`src/rtl/alien_fleet.sv`:
```
// alien_fleet: invader grid bitmap, march/drop step engine, pixel render and laser kill detection.
// Build with ALIEN_SPEEDUP_EN defined to shorten the step interval as aliens die.
module alien_fleet #(
  parameter int ROWS = 4,
  parameter int COLS = 8,
  parameter int CELL_W = 32,
  parameter int CELL_H = 32,
  parameter int SPRITE_SCALE = 2,
  parameter int START_X = 64,
  parameter int START_Y = 48,
  parameter int STEP_X = 8,
  parameter int DROP_Y = 16,
  parameter int X_MIN = 16,
  parameter int X_MAX = 624,
  parameter int LAND_Y = 416,
  parameter int MOVE_FRAMES = 8
) (
  input  logic       clk,
  input  logic       rst_n,
  input  logic       vsync,
  input  logic [9:0] hpos,
  input  logic [9:0] vpos,
  input  logic       laser_gfx,
  output logic       alien_gfx,
  output logic       hit_alien,
  output logic [7:0] score,
  output logic [5:0] alive_count,
  output logic       fleet_cleared,
  output logic       fleet_landed
);
  localparam int N = ROWS * COLS;
  localparam int IW = (N > 1) ? $clog2(N) : 1;
  localparam int CW = $clog2(CELL_W);
  localparam int CH = $clog2(CELL_H);
  localparam int SS = $clog2(SPRITE_SCALE);
  typedef enum logic {RIGHT, LEFT} dir_t;
  dir_t dir;
  logic vs_q, vs_qq, tick, anim, kill_lock, frozen, kill, pix_c, step;
  logic in_grid, right_hit, left_hit, edge_hit;
  logic [10:0] fleet_x, fleet_y, rel_x, rel_y, col, row, sx, sy, nx, ny;
  logic [N-1:0] alive;
  logic [IW-1:0] idx;
  logic [7:0] frame_cnt, last, pts, row_bits;
  logic [8:0] sum;
  logic [1:0] kind;
  // Sprite rows 3 and 4 are fully lit in every type and frame.
  function automatic logic [7:0] sprite(input logic [1:0] k, input logic f, input logic [2:0] y);
    logic [63:0] bmp;
    bmp = k == 2'd0 ? (f ? 64'h183C7EFFFF5A8142 : 64'h183C7EFFFF245AA5) :
          k == 2'd1 ? (f ? 64'h2499BDFFFF3C2481 : 64'h24183CFFFF3C2442) :
                      (f ? 64'h3C7EDBFFFF245A24 : 64'h3C7EDBFFFF66DB81);
    return 8'(bmp >> {~y, 3'b000});
  endfunction
  assign tick = vs_q & ~vs_qq;
  assign rel_x = {1'b0, hpos} - fleet_x;
  assign rel_y = {1'b0, vpos} - fleet_y;
  assign col = rel_x >> CW;
  assign row = rel_y >> CH;
  assign sx = (rel_x & 11'(CELL_W - 1)) >> SS;
  assign sy = (rel_y & 11'(CELL_H - 1)) >> SS;
  assign in_grid = ({1'b0, hpos} >= fleet_x) & ({1'b0, vpos} >= fleet_y) &
                   (col < 11'(COLS)) & (row < 11'(ROWS));
  assign idx = IW'(row * 11'(COLS) + col);
  assign kind = row == 11'd0 ? 2'd0 : row <= 11'(ROWS / 2) ? 2'd1 : 2'd2;
  assign row_bits = sprite(kind, anim, sy[2:0]);
  assign pix_c = in_grid & (sx < 11'd8) & (sy < 11'd8) & alive[idx] & row_bits[~sx[2:0]];
  assign fleet_cleared = alive_count == 6'd0;
  assign frozen = fleet_landed | fleet_cleared;
  assign kill = pix_c & laser_gfx & ~kill_lock & ~frozen;
  assign pts = kind == 2'd0 ? 8'd30 : kind == 2'd1 ? 8'd20 : 8'd10;
  assign sum = {1'b0, score} + {1'b0, pts};
`ifdef ALIEN_SPEEDUP_EN
  assign last = 8'(alive_count >> 2);
`else
  assign last = 8'(MOVE_FRAMES - 1);
`endif
  // >= keeps the engine stepping if a kill shrinks the interval below frame_cnt.
  assign step = tick & ~frozen & (frame_cnt >= last);
  assign right_hit = fleet_x + 11'(COLS * CELL_W + STEP_X) > 11'(X_MAX);
  assign left_hit = fleet_x < 11'(X_MIN + STEP_X);
  assign edge_hit = dir == RIGHT ? right_hit : left_hit;
  assign nx = edge_hit ? fleet_x : dir == RIGHT ? fleet_x + 11'(STEP_X) : fleet_x - 11'(STEP_X);
  assign ny = edge_hit ? fleet_y + 11'(DROP_Y) : fleet_y;
  always_ff @(posedge clk or negedge rst_n) begin
    if (!rst_n) begin
      vs_q <= 1'b0;
      vs_qq <= 1'b0;
      fleet_x <= 11'(START_X);
      fleet_y <= 11'(START_Y);
      dir <= RIGHT;
      alive <= {N{1'b1}};
      alive_count <= 6'(N);
      score <= 8'd0;
      anim <= 1'b0;
      frame_cnt <= 8'd0;
      kill_lock <= 1'b0;
      alien_gfx <= 1'b0;
      hit_alien <= 1'b0;
      fleet_landed <= 1'b0;
    end else begin
      vs_q <= vsync;
      vs_qq <= vs_q;
      alien_gfx <= pix_c;
      hit_alien <= kill;
      if (tick && !frozen) frame_cnt <= step ? 8'd0 : frame_cnt + 8'd1;
      if (step) begin
        fleet_x <= nx;
        fleet_y <= ny;
        anim <= ~anim;
        if (edge_hit) dir <= dir == RIGHT ? LEFT : RIGHT;
        if (ny + 11'(ROWS * CELL_H) >= 11'(LAND_Y)) fleet_landed <= 1'b1;
      end
      if (kill) begin
        alive[idx] <= 1'b0;
        alive_count <= alive_count - 6'd1;
        score <= sum[8] ? 8'hFF : sum[7:0];
      end
      kill_lock <= kill | (kill_lock & ~tick);
    end
  end
endmodule

```
`config.mk`:
```
export PLATFORM = sky130hd
export DESIGN_NAME = alien_fleet
export DESIGN_NICKNAME = d
export VERILOG_FILES = /design/src/rtl/alien_fleet.sv
export SDC_FILE = /design/constraint.sdc
export NUM_CORES = 1
export LEC_CHECK = 0
export CORE_MARGIN = 2
export CORE_UTILIZATION = 50
export DETAILED_ROUTE_END_ITERATION = 12
export PLACE_DENSITY_LB_ADDON = 0.25
export SYNTH_ARGS = -nofsm -noshare
export SYNTH_HDL_FRONTEND = slang
export SYNTH_SLANG_ARGS = --single-unit
```
`constraint.sdc`:
```
create_clock -name clk -period 5.1 [get_ports clk]
set_input_delay 1.53 -clock clk [delete_from_list [all_inputs] [get_ports clk]]
set_output_delay 1.53 -clock clk [all_outputs]
set_load 0.02 [all_outputs]
```
==> impl_metrics.yaml <==
floorplanning:
  ioPinCount: 42
  die-area_um2: 11600
  core_um2: 10400
  die_y_um: 108
  rows: 37
  die_w_um: 108
  start_util_pct: 51.8
run_status:
  status: "finished, final reports clean"
synthesis:
  synth.area.top_cells: "dfrtp_1, dfstp_2, ha_1"
  synth_edf_count: 0
  synthArstFlopShare_pct: 100
  syn-cell-area_um2: 5400
  synthCells: 551
  synth.avg_cell_area_um2: 9.80
  ys_seq_area_share_pct: 36.5
  synth_seq_cells: 77
  dominantRegCellSynth: "dfrtp_1"
  synth.top_cell.area_share_pct: 19.0
  syn_nets: 616
  synth_top_area_cell: "dfrtp_1"
  ys_warn_count: 0
  ys_types: 79
power_and_ir_drop:
  p_switching_mw: 0.747
  intPower_mw: 1.19
  power_density_nw_per_um2: 288
  p_comb_share_pct: 42.0
  ir_drop_mv: 0.201
  clkPwrFrac_pct: 22.2
  p_leak_nw: 2.87
  p_sw_share_pct: 38.5
  seqPwrFrac_pct: 35.7
clock_tree:
  cts_sinks: 77
  cts_tree: "done"
  cts-buffers-inserted: 9
  cts_buffer_depth: 2
  root_buffer: "clkbuf_8"
  clkTransAtPathRegs_ns: 0.09
  clock_latency_ns: 0.37
  postCtsHoldBufs: 0
  htreeDepth: 3
drt:
  drtPass1Iterations: 5
  wire_per_inst_um: 15.6
  route.detailed.drc: 0
  wl_um: 12400
  drtIter0Drc: 268
  final_antenna_net_count: 0
  num_vias: 4466
  via_per_inst: 5.62
sta:
  fmax_ghz: 0.203
  slew_headroom_pct: 35.3
  drv_slew: 0
  setup-violations-final: 0
  min_period_ns: 4.92
  tns_ns: 0
  hold_slack_ns: 0.388
  finalClockSkew_ns: 0.00909
  hold_viol_final: 0
  period_share_pct: 96.6
  tightest_slew_ns: 0.971
placed_design:
  dpl.hpwl_um: 8950
  portBuffers: 40
  gp_congestion: 0.866
final_layout:
  ff_latch_area_um2: 1970
  drive_above_1_share_pct: 27.8
  final.fill_count: 817
  final_net_count: 718
  multiInputGateArea_um2: 3310
  synthToLayoutAreaGrowth_pct: 25.0
  n_antenna_cell: 0
  final_util_pct: 64.8
setup_path:
  end_kind: "flip-flop"
  required_ns: 5.37
  critPathMaxFanout: 5
  path_class: "input pin to flip-flop"
  cp-start-kind: "input pin"
  arrival_ns: 5.19
  reg2reg_setup_slack_ns: 0.87
grt:
  overflow: 0
  antenna_found_initial: 0
  grt_usage_pct: 22.8
  grt_max_degree: 78
  grt_pass1_vias: 4660
  grt_pass1_wl_um: 21200
flow_run:
  maxCapViolCount: 0
min_path:
  min_path_type: "flip-flop to flip-flop"
repair_timing:
| action | 4_1_cts | 5_1_grt |
|---|---|---|
| setup buffers | 1 | 7 |
| pin swaps | 0 | 12 |
| setup endpoints to repair | 48 | 48 |
| gates resized for setup | 5 | 22 |
| cloned | 0 | 1 |
power by group through the flow:
stage | Combinational, mW | Clock (mW) | Sequential, mW
2_1_floorplan | 0.489 | 0 | 0.692
3_3_place_gp | 0.749 | 0 | 0.701
3_5_place_dp | 0.769 | 0 | 0.704
4_1_cts | 0.779 | 0.443 | 0.693
5_1_grt | 0.897 | 0.461 | 0.699
6_report | 0.816 | 0.431 | 0.694
worst paths after layout:
kind	start	to	cells past startpoint
setup / recovery	vpos[4]	score[3]	20
hold / removal	vs_q	vs_qq	0
setup reg to reg	fleet_y[4]	score[3]	18
hold reg to reg	vs_q	vs_qq	0
max in group asynchronous	rst_n	score[6]	1
min in group asynchronous	rst_n	fleet_x[5]	1
cell usage in the layout (no fill, tap or decap), types with 4 or more instances in the layout:
cell             synthesis  layout
mux2_2                   5       5
o21bai_1                 7       7
a31oi_1                  5       5
nand4_1                  6       6
clkbuf_8                 0       9
xor2_1                   7       7
xnor2_1                 30      28
o31a_1                  34      34
buf_4                    1      72
nand2b_1                12      12
dfrtp_1                 41      41
nor3_1                  22      22
o21ai_0                 19      16
and2_1                   5       5
ha_4                     0       4
a21o_1                   4       4
ha_1                    37      32
nand3_1                 17      16
or2_2                    4       4
nor2_1                  37      36
o31ai_1                  8       8
a21oi_1                 17      14
nor2b_1                  7       6
nand2_1                 42      42
dfstp_2                 36      36
or3_1                    5       5
inv_1                   37      33
mux4_2                   8       8
a211o_1                  4       4
clkdlybuf4s50_1          0      37
mux2i_1                  5       5
per-stage QoR:
stage / worst slack, ns / instance area [um2] / power, mW / cells
after floorplan: -0.0243 / 5470 / 1.18 / 551
after global routing: -0.0232 / 6750 / 2.06 / 794
after detailed placement: -0.738 / 6410 / 1.47 / 769
after global placement: -0.657 / 6410 / 1.45 / 769
after CTS: 0.00174 / 6590 / 1.92 / 786
final: 0.176 / 6750 / 1.94 / 794
layout make-up:
| class | count | area share (%) |
|---|---|---|
| Timing Repair Buffer | 113 | 14.4 |
| Inverter | 37 | 2.28 |
| Multi-Input combinational cell | 415 | 49.0 |
| Clock buffer | 10 | 1.89 |
| Clock inverter | 6 | 0.649 |
| Tap cell | 136 | 2.52 |
| Sequential cell | 77 | 29.2 |
critical path: stages:
cell and delay, ns:
buf_2 0.15, inv_12 0.06, ha_4 0.12, inv_2 0.04
fa_2 0.39, a21o_1 0.19, a21oi_2 0.13, mux2_4 0.32
or3_4 0.39, nor2_4 0.14, nand3_4 0.11, buf_4 0.17
ha_1 0.20, a21o_1 0.18, a21oi_2 0.15, nor2b_1 0.07
or2_2 0.29, nand4_1 0.19, o21ai_1 0.12, mux2_2 0.27
synth_stat cells (4+ instances only):
master,instances
o21bai_1,7
inv_1,37
mux2_2,5
nor2b_1,7
nor2_1,37
nand2b_1,12
fa_1,4
xor2_1,7
o21ai_0,19
o31ai_1,8
a211o_1,4
and2_1,5
nand3_1,17
nor3_1,22
a21oi_1,17
mux2i_1,5
ha_1,37
mux4_2,8
a31oi_1,5
nand2_1,42
or2_2,4
xnor2_1,30
dfstp_2,36
clkbuf_1,11
a21o_1,4
nor3b_1,5
nand4_1,6
buf_6,4
o31a_1,34
or3_1,5
dfrtp_1,41
per-layer routing:
layer / vias up / routed length [um] / track usage [%]
met2: 63 / 6140 / 38.4
li1: 2198 / - / -
met4: 0 / 137 / 6.96
met1: 2194 / 5780 / 29.8
met3: 11 / 348 / 4.66
met5: - / 0 / 0
sequential cells by signal (all words and copies together) (netlist names):
signal        cells
alive            32
fleet_x           8
frame_cnt         8
score             8
fleet_y           7
alive_count       6
alien_gfx         1
anim              1
dir               1
fleet_landed      1
hit_alien         1
kill_lock         1
vs_q              1
vs_qq             1
cells by family (layout without fill, tap and decap cells):
group	after synthesis	count (layout)	share of synthesized area, %
simple gates	186	186	18.3
compound gates	130	130	18.3
flops	77	77	36.5
buf+inv	59	166	4.80
fa+ha+maj	41	41	10.1
xor+xnor	38	38	6.30
mux	20	20	5.79
(Power assumes the default switching activity.)
